`config.mk`:
```
export PLATFORM = sky130hd
export DESIGN_NAME = linear_output_packer
export DESIGN_NICKNAME = d
export VERILOG_FILES = /design/src/rtl/linear_output_packer.sv
export SDC_FILE = /design/constraint.sdc
export NUM_CORES = 1
export LEC_CHECK = 0
export ABC_AREA = 1
export CAP_MARGIN = 0
export CORE_AREA = 2 2 260 262
export CTS_BUF_LIST = sky130_fd_sc_hd__clkbuf_16
export CTS_CLUSTER_DIAMETER = 120
export CTS_CLUSTER_SIZE = 14
export DETAILED_ROUTE_END_ITERATION = 8
export DIE_AREA = 0 0 262 264
export MAX_ROUTING_LAYER = met4
export PLACE_DENSITY_LB_ADDON = 0.15
export SLEW_MARGIN = 0
export SYNTH_ARGS = -nofsm -noshare
export SYNTH_HDL_FRONTEND = slang
export SYNTH_SLANG_ARGS = --single-unit
```
`constraint.sdc`:
```
create_clock -name clk -period 4 [get_ports clk]
set_input_delay 0.4 -clock clk [delete_from_list [all_inputs] [get_ports clk]]
set_output_delay 0.4 -clock clk [all_outputs]
set_load 0.05 [all_outputs]
```
`src/rtl/linear_output_packer.sv`:
```
// linear_output_packer
// Collects the requantised results of the linear-layer multiplier into
// multi-lane words, buffers complete words in a FIFO and streams them out
// on a valid/ready interface with per-lane keep and end-of-frame marking.
// An early stall warning lets the controller stop issuing beats before the
// FIFO fills; words that still arrive when it is full are dropped and
// recorded in a sticky overflow flag.
module linear_output_packer #(
    parameter int PRECISION      = 8,
    parameter int NUM_FEATURES   = 2,
    parameter int BYTES_PER_WORD = 4,
    parameter int ROWS_PER_FRAME = 16,
    parameter int FIFO_DEPTH     = 16,
    parameter int AFULL_SLACK    = 4
) (
    input  logic                                     clk,
    input  logic                                     rst,
    input  logic                                     in_valid,
    input  logic [NUM_FEATURES-1:0][PRECISION-1:0]   in_data,
    output logic                                     stall,
    output logic [BYTES_PER_WORD*PRECISION-1:0]      m_data,
    output logic [BYTES_PER_WORD-1:0]                m_keep,
    output logic                                     m_last,
    output logic                                     m_valid,
    input  logic                                     m_ready,
    output logic                                     overflow
);

    localparam int WORD_W = BYTES_PER_WORD * PRECISION;
    // Lane pointer is one bit wider than the lane index so lane+offset never wraps.
    localparam int LANE_W = $clog2(BYTES_PER_WORD) + 1;
    localparam int ROW_W  = (ROWS_PER_FRAME > 1) ? $clog2(ROWS_PER_FRAME) : 1;
    localparam int ADDR_W = $clog2(FIFO_DEPTH);
    // Occupancy counter must represent FIFO_DEPTH itself.
    localparam int CNT_W  = ADDR_W + 1;

    localparam logic [LANE_W-1:0] LANE_ZERO = LANE_W'(0);
    localparam logic [LANE_W-1:0] LANE_STEP = LANE_W'(NUM_FEATURES);
    localparam logic [LANE_W-1:0] LAST_LANE = LANE_W'(BYTES_PER_WORD - NUM_FEATURES);
    localparam logic [ROW_W-1:0]  ROW_ZERO  = ROW_W'(0);
    localparam logic [ROW_W-1:0]  ROW_ONE   = ROW_W'(1);
    localparam logic [ROW_W-1:0]  LAST_ROW  = ROW_W'(ROWS_PER_FRAME - 1);
    localparam logic [ADDR_W-1:0] ADDR_ZERO = ADDR_W'(0);
    localparam logic [ADDR_W-1:0] ADDR_ONE  = ADDR_W'(1);
    localparam logic [CNT_W-1:0]  CNT_ZERO  = CNT_W'(0);
    localparam logic [CNT_W-1:0]  CNT_ONE   = CNT_W'(1);
    localparam logic [CNT_W-1:0]  DEPTH_CNT = CNT_W'(FIFO_DEPTH);
    localparam logic [CNT_W-1:0]  AFULL_CNT = CNT_W'(FIFO_DEPTH - AFULL_SLACK);

    // Pack register and its pointers
    logic [BYTES_PER_WORD-1:0][PRECISION-1:0] pack_data_q, pack_data_d;
    logic [BYTES_PER_WORD-1:0]                pack_keep_q, pack_keep_d;
    logic [LANE_W-1:0]                        lane_q, lane_d;
    logic [ROW_W-1:0]                         row_q, row_d;

    // Pack register merged with the current beat
    logic [BYTES_PER_WORD-1:0][PRECISION-1:0] word_data_s;
    logic [BYTES_PER_WORD-1:0]                word_keep_s;
    logic                                     last_lane_s;
    logic                                     end_frame_s;
    logic                                     complete_s;

    // FIFO storage and control
    logic [WORD_W-1:0]         mem_data_q [FIFO_DEPTH];
    logic [BYTES_PER_WORD-1:0] mem_keep_q [FIFO_DEPTH];
    logic [FIFO_DEPTH-1:0]     mem_last_q;
    logic [ADDR_W-1:0]         wr_ptr_q, wr_ptr_d;
    logic [ADDR_W-1:0]         rd_ptr_q, rd_ptr_d;
    logic [CNT_W-1:0]          count_q, count_d;
    logic                      overflow_q, overflow_d;
    logic                      fifo_valid_s;
    logic                      pop_s;
    logic                      push_s;
    logic                      drop_s;

    // Overlay the incoming beat onto the pack register starting at the lane pointer
    always_comb begin
        word_data_s = pack_data_q;
        word_keep_s = pack_keep_q;
        for (int j = 0; j < BYTES_PER_WORD; j++) begin
            for (int i = 0; i < NUM_FEATURES; i++) begin
                if (in_valid && ((lane_q + LANE_W'(i)) == LANE_W'(j))) begin
                    word_data_s[j] = in_data[i];
                    word_keep_s[j] = 1'b1;
                end else begin
                    word_data_s[j] = word_data_s[j];
                    word_keep_s[j] = word_keep_s[j];
                end
            end
        end
    end

    // Decide whether this beat closes a word and how the FIFO moves this cycle
    always_comb begin
        last_lane_s  = (lane_q == LAST_LANE);
        end_frame_s  = (row_q == LAST_ROW);
        complete_s   = in_valid && (last_lane_s || end_frame_s);
        fifo_valid_s = (count_q != CNT_ZERO);
        pop_s        = fifo_valid_s && m_ready;
        // A full FIFO still takes a word when the head leaves in the same cycle.
        push_s       = complete_s && ((count_q < DEPTH_CNT) || pop_s);
        drop_s       = complete_s && !push_s;
    end

    // Next state of the pack register, lane pointer and beat counter
    always_comb begin
        pack_data_d = pack_data_q;
        pack_keep_d = pack_keep_q;
        lane_d      = lane_q;
        row_d       = row_q;
        // The pack side advances whether or not the FIFO had room.
        if (complete_s) begin
            pack_data_d = '0;
            pack_keep_d = '0;
            lane_d      = LANE_ZERO;
        end else if (in_valid) begin
            pack_data_d = word_data_s;
            pack_keep_d = word_keep_s;
            lane_d      = lane_q + LANE_STEP;
        end else begin
            pack_data_d = pack_data_q;
            pack_keep_d = pack_keep_q;
            lane_d      = lane_q;
        end
        if (in_valid) begin
            row_d = end_frame_s ? ROW_ZERO : (row_q + ROW_ONE);
        end else begin
            row_d = row_q;
        end
    end

    // Next state of FIFO pointers, occupancy and the sticky overflow flag
    always_comb begin
        wr_ptr_d   = push_s ? (wr_ptr_q + ADDR_ONE) : wr_ptr_q;
        rd_ptr_d   = pop_s  ? (rd_ptr_q + ADDR_ONE) : rd_ptr_q;
        overflow_d = overflow_q | drop_s;
        case ({push_s, pop_s})
            2'b10:   count_d = count_q + CNT_ONE;
            2'b01:   count_d = count_q - CNT_ONE;
            default: count_d = count_q;
        endcase
    end

    // Pack-side and FIFO control registers; reset drops any partial word and queued words
    always_ff @(posedge clk) begin
        if (rst) begin
            pack_data_q <= '0;
            pack_keep_q <= '0;
            lane_q      <= LANE_ZERO;
            row_q       <= ROW_ZERO;
            wr_ptr_q    <= ADDR_ZERO;
            rd_ptr_q    <= ADDR_ZERO;
            count_q     <= CNT_ZERO;
            overflow_q  <= 1'b0;
        end else begin
            pack_data_q <= pack_data_d;
            pack_keep_q <= pack_keep_d;
            lane_q      <= lane_d;
            row_q       <= row_d;
            wr_ptr_q    <= wr_ptr_d;
            rd_ptr_q    <= rd_ptr_d;
            count_q     <= count_d;
            overflow_q  <= overflow_d;
        end
    end

    // FIFO storage write; contents are only observable through a valid head entry
    always_ff @(posedge clk) begin
        if (push_s) begin
            mem_data_q[wr_ptr_q] <= word_data_s;
            mem_keep_q[wr_ptr_q] <= word_keep_s;
            mem_last_q[wr_ptr_q] <= end_frame_s;
        end
    end

    // Present the FIFO head; all stream fields read as zero while the FIFO is empty
    always_comb begin
        stall    = (count_q >= AFULL_CNT);
        m_valid  = fifo_valid_s;
        overflow = overflow_q;
        if (fifo_valid_s) begin
            m_data = mem_data_q[rd_ptr_q];
            m_keep = mem_keep_q[rd_ptr_q];
            m_last = mem_last_q[rd_ptr_q];
        end else begin
            m_data = {WORD_W{1'b0}};
            m_keep = {BYTES_PER_WORD{1'b0}};
            m_last = 1'b0;
        end
    end

endmodule
```
* Word-level counts from Yosys, hierarchy flattened
Memory sizes are Yosys's and may differ from the RTL's. A register that Yosys moved wholly into a read port is not among the register bits.
Index checks and enable logic that the tools add are counted.
** Storage, ports and cells
- Bits in registers :: 73
- Bits in latches :: 0
- Memory bits (writable) :: 576
- Bits in read-only memories :: 0
- Input bits :: 20
- Output and inout port bits :: 40
- Logic and storage cells :: 89
- Memories :: 2
** Memory list
- mem_data_q :: words 16, bits a word 32, read ports 1, clocked after Yosys merged registers in 1, write ports 1, RTL line 64 : logic [WORD_W-1:0] mem_data_q [FIFO_DEPTH];
- mem_keep_q :: words 16, bits a word 4, read ports 1, clocked after Yosys merged registers in 1, write ports 1, RTL line 65 : logic [BYTES_PER_WORD-1:0] mem_keep_q [FIFO_DEPTH];
** Cells by class
- Add/subtract/negate cells :: 7
- Multipliers :: 0
- Div/mod/pow operators :: 0
- Magnitude comparators :: 5
- Eq/ne operators :: 9
- Shift operators :: 0
- Muxes and demuxes :: 32
- Bitwise logic cells :: 1
- Reduce and logical (&&, ||, !) cells :: 21
** Operators with widths (number)
- two-way mux 8 bit :: 8
- two-way mux 32 bit :: 1
- two-way mux 4 bit :: 6
- bitwise mux 16 bit :: 1
- logical AND 1 bit :: 13
- two-way mux 1 bit :: 13
- adder 4 x 1 -> 4 bit, second input constant :: 3
- == test 3 x 2 -> 1 bit, second input constant :: 4
- less-than comparator 4 x 5 -> 1 bit, second input constant :: 2
- case mux 5 bit (2 select lines) :: 1
- == test 3 x 1 -> 1 bit, second input constant :: 2
- zero test 3 bit :: 2
- adder 5 x 1 -> 5 bit, second input constant :: 1
- greater-or-equal comparator 5 x 4 -> 1 bit, second input constant :: 1
- less-than comparator 5 bit, second input constant :: 1
- nonzero test 5 bit :: 1
- subtractor 5 x 1 -> 5 bit, second input constant :: 1
- binary-select mux 1 bit (select 4 bit) :: 1
- demux 1 bit (select 4 bit) :: 1
- == test 4 bit, second input constant :: 1
- greater-or-equal comparator 4 x 1 -> 1 bit, second input constant :: 1
- adder 3 x 1 -> 3 bit, second input constant :: 1
- adder 3 x 2 -> 3 bit, second input constant :: 1
- == test 2 x 1 -> 1 bit, second input constant :: 1
- other kinds (6) :: 7

* Longest topological paths before layout
- Depth in word-level cells :: 7
- Depth in mapped cells :: 15
- Gate-level depth less buffers :: 15

* Worst setup path before layout
No wires, ideal clock.
- Path kind :: input port to flip-flop
- Start :: in in_valid
- End :: mem mem_data_q[11][0] in the netlist's numbering, enable pin
- Setup time :: 431 ps
- Arrival :: 2687 ps
- Data required time :: 3569 ps
- Slack :: 882 ps
- Cell stages on the path :: 7
- Buffers on the path :: 1
- Path through :: buf_4 -> nand2_1 -> o21ai_1 -> o21ai_2 -> inv_2 -> nand2_1 -> nor2_1
** Between the ends
- Cells in the longest elaborated chain, start to end :: 4
** RTL lines
- start: declaration :: RTL line 18 : input logic in_valid,
- logical AND 1 bit :: RTL line 97 : complete_s = in_valid && (last_lane_s || end_frame_s);
- logical AND 1 bit :: RTL line 101 : push_s = complete_s && ((count_q < DEPTH_CNT) || pop_s);
- two-way mux 1 bit :: RTL line 169 : if (push_s) begin
- two-way mux 1 bit (not written as such) :: RTL line 170 : mem_data_q[wr_ptr_q] <= word_data_s;
- end: declaration :: RTL line 64
Every way passes these cells.

==> impl_metrics.toml <==
[global_route]
grt_max_degree = 146
grt_pass1_vias = 16000
grtUsageTotal_pct = 20.6
grt_pass1_wl_um = 103000
grt_overflow = 0
antenna_found_initial = 4

[drt]
routed_via_density = 5.50
dr_total_vias = 16100
route.detailed.drc = 0
drtIter0Drc = 1451
drtPass1Iterations = 5
wl_um = 68800
wl_per_cell_um = 23.4
drtAntennaViolNets = 0

[final_layout]
nNetsFinal = 2047
fillers = 6104
syn_to_final_growth_pct = 12.3
drive_above_1_share_pct = 8.98
final_util_pct = 43.2
multi_input_area_um2 = 5760
ff_latch_area_um2 = 19000

[sta]
final.setup.tns_ns = 0
worst_pin_slew_ns = 1.03
setup_viol = 0
period_share_pct = 85.5
slew_viol_final = 0
relSlewSlack_pct = 31.1
rsz0062_at_grt = "no"
finalHoldViolCount = 0
finClkSkew_ns = 0.0145
post-route-min-period_ns = 3.42
fmax_mhz = 292

[floorplan]
std_cell_rows = 95
dieWidth_um = 262
dieArea_um2 = 69200
die_h_um = 264
start_util_pct = 38.5
core_um2 = 66600
ioPinCount = 60

[critical_path]
critPathLaunchType = "register"
critPathMaxFanout = 66
path_class = "register to output pin"
arrival_ns = 3.02
end_kind = "output pin"
cp_data_required_time_ns = 3.60

[synthesis]
synthCells = 1986
synth.yosys.seq_area_share_pct = 74.1
netlist_area_um2 = 25600
synth.net_count = 2017
synth-seq-cells = 652
post_synth.cell_area_avg_um2 = 12.9
synth_cell_types = 30
ys_warn_count = 0
ys.flop_type = "edfxtp_1"
synth_edf_count = 592
async_flop_share_pct = 0

[power]
power_density_nw_per_um2 = 625
ir_worst_vdd_mv = 0.416
power_frac_clock_pct = 26.3
p_int_mw = 11.5
power_frac_comb_pct = 30.5
p_seq_share_pct = 43.2
leakage_nw = 9.72
switching_power_mw = 6.45
sw_frac_of_total_pct = 35.9

[outcome]
status = "finished, final reports clean"

[clock_network]
post_cts_buffers = 0
hold_buffers = 0
path_clk_slew_ns = 0.07
cts_tree = "done"
cts_resized = 0
clk_latency_ns = 0.61
cts_buffer_depth = 3
cts_sinks = 652
numCtsBuffers = 52
htreeDepth = 2
root_buffer = "clkbuf_16"

[placed_design]
dpl.hpwl_um = 36300
place_congestion = 0.763
io_buffers = 59

[run]
drv_cap = 0

[min_path]
hold_class = "register to register"
placed cells by master, fill, tap and decap left out, types with 31 or more instances in the layout:
cell         n
inv_1      119
nand3_1     64
o21ai_1     31
edfxtp_1   592
clkbuf_16   53
o22ai_1     36
nand2_1     48
o221ai_1   112
o21ai_0    330
a21oi_1     54
dfxtp_1     57
nor2_1     384
buf_4       68
metrics by stage:
step / power, mW / hold slack [ns] / instance area, um^2 / cells / setup slack (ns)
2_1_floorplan: 11.7 / 0.416 / 25600 / 1986 / 0.882
3_3_place_gp: 13.4 / 0.431 / 27200 / 2835 / 0.970
3_5_place_dp: 13.5 / 0.429 / 27200 / 2835 / 0.913
4_1_cts: 18.2 / 0.438 / 28800 / 2933 / 0.529
5_1_grt: 18.9 / 0.461 / 28800 / 2935 / 0.427
6_report: 18.0 / 0.438 / 28800 / 2935 / 0.579
worst paths after layout:
| check | from | to | slack (ns) | cells past startpoint |
|---|---|---|---|---|
| setup / recovery | register | m_data[16] | 0.58 | 7 |
| hold / removal | pack_keep_q[2] | pack_keep_q[2] | 0.44 | 2 |
| hold reg to reg | pack_keep_q[2] | pack_keep_q[2] | 0.44 | 2 |
| setup reg to reg | row_q[0] | mem_keep_q[1][2] | 1.54 | 8 |
synth_stat cells, types with 2 or more instances:
cell type    n  share of area (%)
o21ai_0    330                6.4
nand3_1     64                1.3
xor2_1       4               0.14
clkbuf_2     7               0.14
buf_1        5              0.073
or2_2       16               0.39
nor2_1     400                5.9
buf_4       20               0.59
buf_6        5               0.22
dfxtp_1     60                4.7
inv_2        6              0.088
buf_2       29               0.57
o22ai_1     36               0.88
edfxtp_1   592                 69
nand4_1      2              0.049
inv_1       77                1.1
o21ai_1     31               0.61
o21a_1       2              0.059
nor3_1       3              0.059
clkbuf_1    65               0.95
nor3b_1      2              0.059
o221ai_1   112                3.8
a21oi_1     54                1.1
nand2_1     48               0.70
ha_1        11               0.54
area by class of cell:
cell class                 instances  area share, %
clock inverter                    45          0.639
inverter                          84           1.13
timing repair buffer             108           3.76
sequential                       652           66.0
multi-input combinational       1118           20.0
antenna                            2         0.0174
tap                              873           3.80
clock buffer                      53           4.61
cell families (layout without fill, tap and decap cells):
logic type      after synthesis  count (layout)  synth area share, %
compound gates              566             566                 12.9
xor+xnor                      4               4                0.137
other cells                   0               2                    0
simple gates                537             537                 8.44
flops                       652             652                 74.1
buf+inv                     216             290                 3.86
fa+ha+maj                    11              11                0.537
routing by layer:
metal | wire length, um | track usage, % | share of wire, %
met5 | 0 | - | 0
met4 | 1700 | 5.71 | 2.5
met3 | 4440 | 3.99 | 6.5
met2 | 31900 | 31.3 | 46
met1 | 30700 | 28.2 | 45
worst max-delay path: stages (launching register included):
cell and delay [ns]:
dfxtp_4 0.45, inv_4 0.33, buf_12 0.37, o21ai_0 0.14, o221ai_1 0.21, nand3_1 0.12
a21oi_1 0.48, buf_4 0.30
flip-flops by register name, indices dropped and copies added, names as in the netlist, named ones only:
register,count
mem_data_q,512
mem_keep_q,64
row_q,4
count_q,5
mem_last_q,16
pack_keep_q,4
overflow,1
pack_data_q,32
wr_ptr_q,4
lane_q,2
rd_ptr_q,4
power by group through the flow:
stage	Clock [mW]	Sequential (mW)	Combinational, mW
finish	4.73	7.77	5.48
global route	5.10	7.78	5.98
CTS	4.86	7.78	5.55
detailed placement	0	7.93	5.53
global placement	0	7.93	5.47
floorplan	0	7.83	3.87
(Power assumes the default switching activity.)
